--- src/rtl/logic_slice40_pkg.sv ---
// ----------------------------------------------------------------------------
// logic_slice40_pkg
// Shared constants and types for the logic_slice40 block.
//   LUT_W       : bits per look-up table (4-input LUT -> 16 entries)
//   IDX_W       : width of the configuration cell index
//   SEL_W       : LUT select width (four inputs)
//   cfg_state_t : configuration FSM states
//   majority3   : carry-chain majority function
// ----------------------------------------------------------------------------
package logic_slice40_pkg;

    localparam int LUT_W = 16;
    localparam int IDX_W = 5;
    localparam int SEL_W = 4;

    typedef enum logic [1:0] {
        CFG_IDLE   = 2'd0,
        CFG_COMMIT = 2'd1,
        CFG_DONE   = 2'd2
    } cfg_state_t;

    function automatic logic majority3(input logic a, input logic b, input logic c);
        return (a & b) | (a & c) | (b & c);
    endfunction

endpackage

--- src/rtl/lc_cell40.sv ---
// ----------------------------------------------------------------------------
// lc_cell40
// One logic cell: a 4-input LUT, a carry-chain majority stage, an output
// register with synchronous set/reset and clock enable, and an output mux
// choosing registered or combinational LUT output.
// Ports:
//   clk, rst          clock, asynchronous active-high reset
//   lut[15:0]         active LUT contents for this cell
//   in0..in3          LUT inputs (in3 replaced by carry_in when C_ON=1)
//   carry_in          carry from the previous cell
//   ce, sr            register clock enable, synchronous load of SR_VAL
//   carry_out         carry to the next cell
//   ltout             raw LUT output
//   lcout             cell output (registered when REG_EN=1)
// ----------------------------------------------------------------------------
module lc_cell40
    import logic_slice40_pkg::*;
#(
    parameter bit C_ON   = 1'b1,
    parameter bit REG_EN = 1'b1,
    parameter bit SR_VAL = 1'b0
) (
    input  logic             clk,
    input  logic             rst,
    input  logic [LUT_W-1:0] lut,
    input  logic             in0,
    input  logic             in1,
    input  logic             in2,
    input  logic             in3,
    input  logic             carry_in,
    input  logic             ce,
    input  logic             sr,
    output logic             carry_out,
    output logic             ltout,
    output logic             lcout
);

    logic [SEL_W-1:0] sel;
    logic             q;

    assign sel       = {(C_ON ? carry_in : in3), in2, in1, in0};
    assign ltout     = lut[sel];
    assign carry_out = majority3(in1, in2, carry_in);

    // NOTE: state is written with non-blocking assignments so every flop in
    // the slice samples pre-edge values, independent of block ordering.
    always_ff @(posedge clk or posedge rst) begin
        if (rst) begin
            q <= SR_VAL;
        end else if (sr) begin
            q <= SR_VAL;
        end else if (ce) begin
            q <= ltout;
        end
    end

    assign lcout = REG_EN ? q : ltout;

endmodule

--- src/rtl/logic_slice40.sv ---
// ----------------------------------------------------------------------------
// logic_slice40
// A slice of NUM_LC logic cells sharing a carry chain, plus a shadow LUT
// configuration channel. LUTs are written into shadow storage one at a time
// and copied into the active LUTs in a single edge on commit, so no cell ever
// evaluates with a mix of old and new contents.
// Ports:
//   clk, rst              clock, asynchronous active-high reset
//   in0..in3 [NUM_LC]     per-cell LUT inputs
//   carryin / carryout    carry into cell 0 / out of the last cell
//   ce, sr                register enable, synchronous load of SR_VAL
//   lcout, ltout          cell outputs, raw LUT outputs
//   cfg_valid/ready/idx/lut  shadow LUT write channel
//   cfg_commit            request shadow-to-active copy
//   cfg_done, cfg_err     one-cycle commit-complete / bad-index pulses
// ----------------------------------------------------------------------------
module logic_slice40
    import logic_slice40_pkg::*;
#(
    parameter int                      NUM_LC   = 8,
    parameter logic [NUM_LC*LUT_W-1:0] LUT_INIT = '0,
    parameter bit                      C_ON     = 1'b1,
    parameter logic [NUM_LC-1:0]       REG_EN   = '1,
    parameter logic [NUM_LC-1:0]       SR_VAL   = '0
) (
    input  logic              clk,
    input  logic              rst,
    input  logic [NUM_LC-1:0] in0,
    input  logic [NUM_LC-1:0] in1,
    input  logic [NUM_LC-1:0] in2,
    input  logic [NUM_LC-1:0] in3,
    input  logic              carryin,
    input  logic              ce,
    input  logic              sr,
    output logic [NUM_LC-1:0] lcout,
    output logic [NUM_LC-1:0] ltout,
    output logic              carryout,
    input  logic              cfg_valid,
    output logic              cfg_ready,
    input  logic [IDX_W-1:0]  cfg_idx,
    input  logic [LUT_W-1:0]  cfg_lut,
    input  logic              cfg_commit,
    output logic              cfg_done,
    output logic              cfg_err
);

    cfg_state_t       state_q, state_d;
    logic [LUT_W-1:0] shadow_q [NUM_LC];
    logic [LUT_W-1:0] active_q [NUM_LC];
    logic             err_q;
    logic             idx_ok;
    logic             wr_ok;
    logic             wr_bad;
    logic             copy;
    logic [NUM_LC:0]  carry;

    // ---------------- configuration FSM ----------------
    always_ff @(posedge clk or posedge rst) begin
        if (rst) begin
            state_q <= CFG_IDLE;
        end else begin
            state_q <= state_d;
        end
    end

    // NOTE: every output of this block gets a default first, so no path
    // through the case leaves a signal unassigned and no latch is inferred.
    always_comb begin
        state_d   = state_q;
        cfg_ready = 1'b0;
        cfg_done  = 1'b0;
        unique case (state_q)
            CFG_IDLE: begin
                cfg_ready = 1'b1;
                if (cfg_commit) state_d = CFG_COMMIT;
            end
            CFG_COMMIT: state_d = CFG_DONE;
            CFG_DONE: begin
                cfg_done = 1'b1;
                state_d  = CFG_IDLE;
            end
            default: state_d = CFG_IDLE;
        endcase
    end

    // Index compared one bit wider so NUM_LC = 32 does not overflow.
    assign idx_ok = ({1'b0, cfg_idx} < (IDX_W + 1)'(NUM_LC));
    assign wr_ok  = cfg_valid & cfg_ready & idx_ok;
    assign wr_bad = cfg_valid & cfg_ready & ~idx_ok;
    assign copy   = (state_q == CFG_COMMIT);

    // ---------------- shadow / active LUT storage ----------------
    // NOTE: these small LUT arrays are reset because reset must restore the
    // power-on configuration; a data-path RAM would normally be left unreset.
    always_ff @(posedge clk or posedge rst) begin
        if (rst) begin
            for (int i = 0; i < NUM_LC; i++) begin
                shadow_q[i] <= LUT_INIT[i*LUT_W +: LUT_W];
                active_q[i] <= LUT_INIT[i*LUT_W +: LUT_W];
            end
        end else begin
            for (int i = 0; i < NUM_LC; i++) begin
                if (wr_ok && (cfg_idx == IDX_W'(i))) begin
                    shadow_q[i] <= cfg_lut;
                end
                // Whole-array copy in one edge: new LUTs appear together.
                if (copy) begin
                    active_q[i] <= shadow_q[i];
                end
            end
        end
    end

    always_ff @(posedge clk or posedge rst) begin
        if (rst) begin
            err_q <= 1'b0;
        end else begin
            err_q <= wr_bad;
        end
    end

    assign cfg_err = err_q;

    // ---------------- logic cells ----------------
    assign carry[0] = carryin;

    for (genvar g = 0; g < NUM_LC; g++) begin : g_cell
        lc_cell40 #(
            .C_ON   (C_ON),
            .REG_EN (REG_EN[g]),
            .SR_VAL (SR_VAL[g])
        ) u_cell (
            .clk       (clk),
            .rst       (rst),
            .lut       (active_q[g]),
            .in0       (in0[g]),
            .in1       (in1[g]),
            .in2       (in2[g]),
            .in3       (in3[g]),
            .carry_in  (carry[g]),
            .ce        (ce),
            .sr        (sr),
            .carry_out (carry[g+1]),
            .ltout     (ltout[g]),
            .lcout     (lcout[g])
        );
    end

    // Without the carry chain feeding the LUTs the chain output is forced low.
    assign carryout = C_ON ? carry[NUM_LC] : 1'b0;

endmodule

--- config.mk ---
export PLATFORM = sky130hd
export DESIGN_NAME = logic_slice40
export DESIGN_NICKNAME = d
export VERILOG_FILES = /design/src/rtl/logic_slice40_pkg.sv /design/src/rtl/lc_cell40.sv /design/src/rtl/logic_slice40.sv
export SDC_FILE = /design/constraint.sdc
export NUM_CORES = 1
export LEC_CHECK = 0
export ABC_AREA = 1
export ABC_CLOCK_PERIOD_IN_PS = 21500
export BUFFER_PORTS_ARGS = -buffer_cell sky130_fd_sc_hd__buf_2
export CORE_UTILIZATION = 35
export CTS_BUF_LIST = sky130_fd_sc_hd__clkbuf_8
export DETAILED_ROUTE_END_ITERATION = 16
export REMOVE_ABC_BUFFERS = 1
export SLEW_MARGIN = 25
export SYNTH_ARGS = -nofsm -noshare
export SYNTH_HDL_FRONTEND = slang
export SYNTH_SLANG_ARGS = --single-unit
--- constraint.sdc ---
create_clock -name clk -period 21.5 [get_ports clk]
set_input_delay 2.15 -clock clk [delete_from_list [all_inputs] [get_ports clk]]
set_output_delay 2.15 -clock clk [all_outputs]
set_load 0.03 [all_outputs]
==> impl_metrics.json <==
{
  "synth_top_family_by_area": "simple AND/OR/NAND/NOR gates",
  "syn_avg_cell_area_um2": 8.768,
  "outcome": "complete, no violations",
  "insertion_delay_ns": 0.57,
  "ys_seq_area_share_pct": 58.30,
  "final.fill_count": 3292,
  "num_io_pins": 80,
  "cts_sinks": 267,
  "worst_slew_pin_slew_ns": 0.9583,
  "crit_path_max_incr_delay_ns": 0.23,
  "power_mw": 1.391,
  "rrSetupSlack_ns": 19.18,
  "fin_tns_setup_ns": 0,
  "crit_path_max_fanout": 9,
  "drt-pass1-iter-count": 7,
  "cpMaxStageDelayCell": "buf_2",
  "cts_tree": "done",
  "cpMostUsedCell": "nand2_2",
  "ctsHoldBuffers": 0,
  "die_h_um": 182.9,
  "endpoint_kind": "primary output",
  "worstPathRequired_ns": 19.35,
  "layout_setup_ws_ns": 15.48,
  "yosys.cell_types.count": 37,
  "synth.most_common_cell": "nand2_1",
  "multiInputGateArea_um2": 3943,
  "hpwlAfterDp_mm": 17.69,
  "maxCapViolations": 0,
  "synthXorXnorAreaFrac_pct": 0,
  "fp-row-count": 65,
  "h-tree-depth": 2,
  "ys.warnings.count": 0,
  "synth_compound_area_share_pct": 14.12,
  "hp-class": "flop to flop",
  "cts_root_buffer": "clkbuf_8",
  "p_leak_nw": 6.450,
  "detail-route-antenna-nets": 0,
  "pre_cts_ws_ns": 15.44,
  "num_vias": 8545,
  "drt_iter0_markers": 590,
  "grt_overflow": 0,
  "cp_top_family": "simple AND/OR/NAND/NOR gates",
  "core_area_um2": 31880,
  "synth.largest_area_cell": "dfrtp_1",
  "grt_max_degree": 147,
  "reg2reg_to": "active_q[30]",
  "cts_resized": 0,
  "first_global_vias": 8360,
  "crit_buf_inv": 3,
  "synth.area.top_cells": "dfrtp_1 58%, nand2_1 14%, o21ai_0 8.1%",
  "synth_mux_area_share_pct": 0.08735,
  "grt.total_usage_pct": 17.44,
  "hold_depth": 2,
  "syn_area_um2": 11460,
  "drive_above_1_share_pct": 15.29,
  "syn_inst": 1307,
  "setup_viol": 0,
  "rsz0062_at_grt": "no",
  "antenna_found_initial": 4,
  "gp_congestion": 0.8269,
  "die_area_um2": 33470,
  "finalClockSkew_ns": 0.02808,
  "drt-total-wl_mm": 28.21,
  "fmax_mhz": 166.0,
  "min_to": "active_q[57]",
  "grt_pass1_wl_mm": 45.49,
  "critPathArrivalTime_ns": 3.87,
  "areaGrowthSynthToFinish_pct": 12.75,
  "synth_common_cells": "428 x nand2_1, 267 x dfrtp_1, 185 x o21ai_0",
  "r2r_start": "state_q[0]",
  "clockBufferDepth": 3,
  "synthSimpleGateAreaFrac_pct": 20.08,
  "post-route-min-period_ns": 6.023,
  "crit_chain": "buf_2, inv_2, nand2_2, nand3_2, nand4_2, nand2_2, nand2_2, nand2_2, nand2_2, nand2_2, nand2_2, nand2_4, nand2_2, nand2_2, a21oi_1, buf_2",
  "start_util_pct": 35.95,
  "die_x_um": 182.9,
  "final_nets": 1412,
  "post_cts_buffers": 0,
  "drc": 0,
  "viasPerCell": 4.705,
  "rr_worst_depth": 6,
  "wl_per_cell_um": 15.54,
  "relSlewSlack_pct": 35.96,
  "vdd_drop_max_v": 0.00005113,
  "synthFlopType": "dfrtp_1",
  "crit_type": "input pin to primary output",
  "synthAdderAreaFrac_pct": 0,
  "register_area_um2": 6681,
  "fin_util_pct": 40.53,
  "synth_top_area_share_pct": 58.30,
  "path_clk_slew_ns": 0.05,
  "hold_start": "active_q[57]",
  "worst_setup_path_start_kind": "input pin",
  "hold_viol_final": 0,
  "synth_edf_count": 0,
  "min_period_over_period_pct": 28.01,
  "async_flop_share_pct": 100.0,
  "synth.ff_latch_count": 267,
  "power.density_nw_per_um2": 107.6,
  "cts_buffers": 45,
  "finalMaxSlewViolations": 0,
  "place.port_buffers": 71,
  "fin_hold_ws_ns": 0.4625
}
-- per-stage QoR --
step,area [µm²],cells
3_3_place_gp,11980,1740
3_5_place_dp,11980,1740
2_1_floorplan,11000,1227
4_1_cts,12910,1815
6_report,12920,1816
5_1_grt,12920,1815
-- cell type report --
| class | count | area share (%) |
|---|---|---|
| Sequential cell | 267 | 51.71 |
| Tap cell | 435 | 4.212 |
| Inverter | 104 | 3.137 |
| Timing Repair Buffer | 78 | 3.186 |
| Multi-Input combinational cell | 856 | 30.51 |
| Clock inverter | 11 | 0.4067 |
| Antenna cell | 1 | 0.01937 |
| Clock buffer | 64 | 6.817 |
-- flip-flops by register name, indices dropped and copies added, names as in the netlist --
| register | count |
|---|---|
| active_q | 128 |
| shadow_q | 128 |
| state_q | 2 |
| cfg_err | 1 |
| g_cell.u_cell.lcout | 8 |
-- layer usage --
layer | routed length [µm] | global-route usage, %
met2 | 12790 | 27.60
met1 | 13640 | 24.48
met3 | 1320 | 3.396
met5 | 34 | 0
met4 | 427 | 4.500
-- logic make-up (layout without fill, tap and decap cells) --
kind of cell           Yosys count  after routing
DFF                            267            267
other                            0              1
AOI/OAI and AO/OA              299            299
buffers and inverters          184            257
muxes                            1              1
and+or+nand+nor                556            556
-- where the power goes --
group / internal, mW / switching [mW]
clock network: 0.261 / 0.202
logic: 0.0840 / 0.152
registers: 0.630 / 0.0614
-- worst reg2reg max path: cells and delay by family, from the launching register on --
kind | cells | cell delay (ns)
flip-flops | 1 | 0.41
AO/OA/AOI/OAI | 1 | 0.31
AND/OR/NAND/NOR | 1 | 0.03
buffers and inverters | 4 | 1.41
-- worst max path at each step --
stage | startpoint | endpoint | slack [ns] | cells after the start
after floorplan | rst | active_q[0] | 12.00 | 1
after global placement | in1[0] | carryout | 15.46 | 16
after detailed placement | in1[0] | carryout | 15.44 | 16
after CTS | in1[0] | carryout | 15.43 | 16
after global routing | in1[0] | carryout | 15.32 | 16
final | in1[0] | carryout | 15.48 | 16
-- placed cells by master, fill, tap and decap left out, drive strengths merged --
cell type  instances
buf               78
diode              1
a31oi              1
o221ai             5
nand2            455
inv              109
nand3             18
nor2              69
clkbuf            64
o21ai            241
a211oi             1
o211ai             2
and2               1
a21oi             34
a22o               5
dfrtp            267
o22ai              9
nand4              7
nor3               1
and3               2
o2111ai            1
nor3b              1
mux2i              1
clkinv             4
clkinvlp           2
nor4               2
Note: power is estimated with default switching activity, not from simulation.
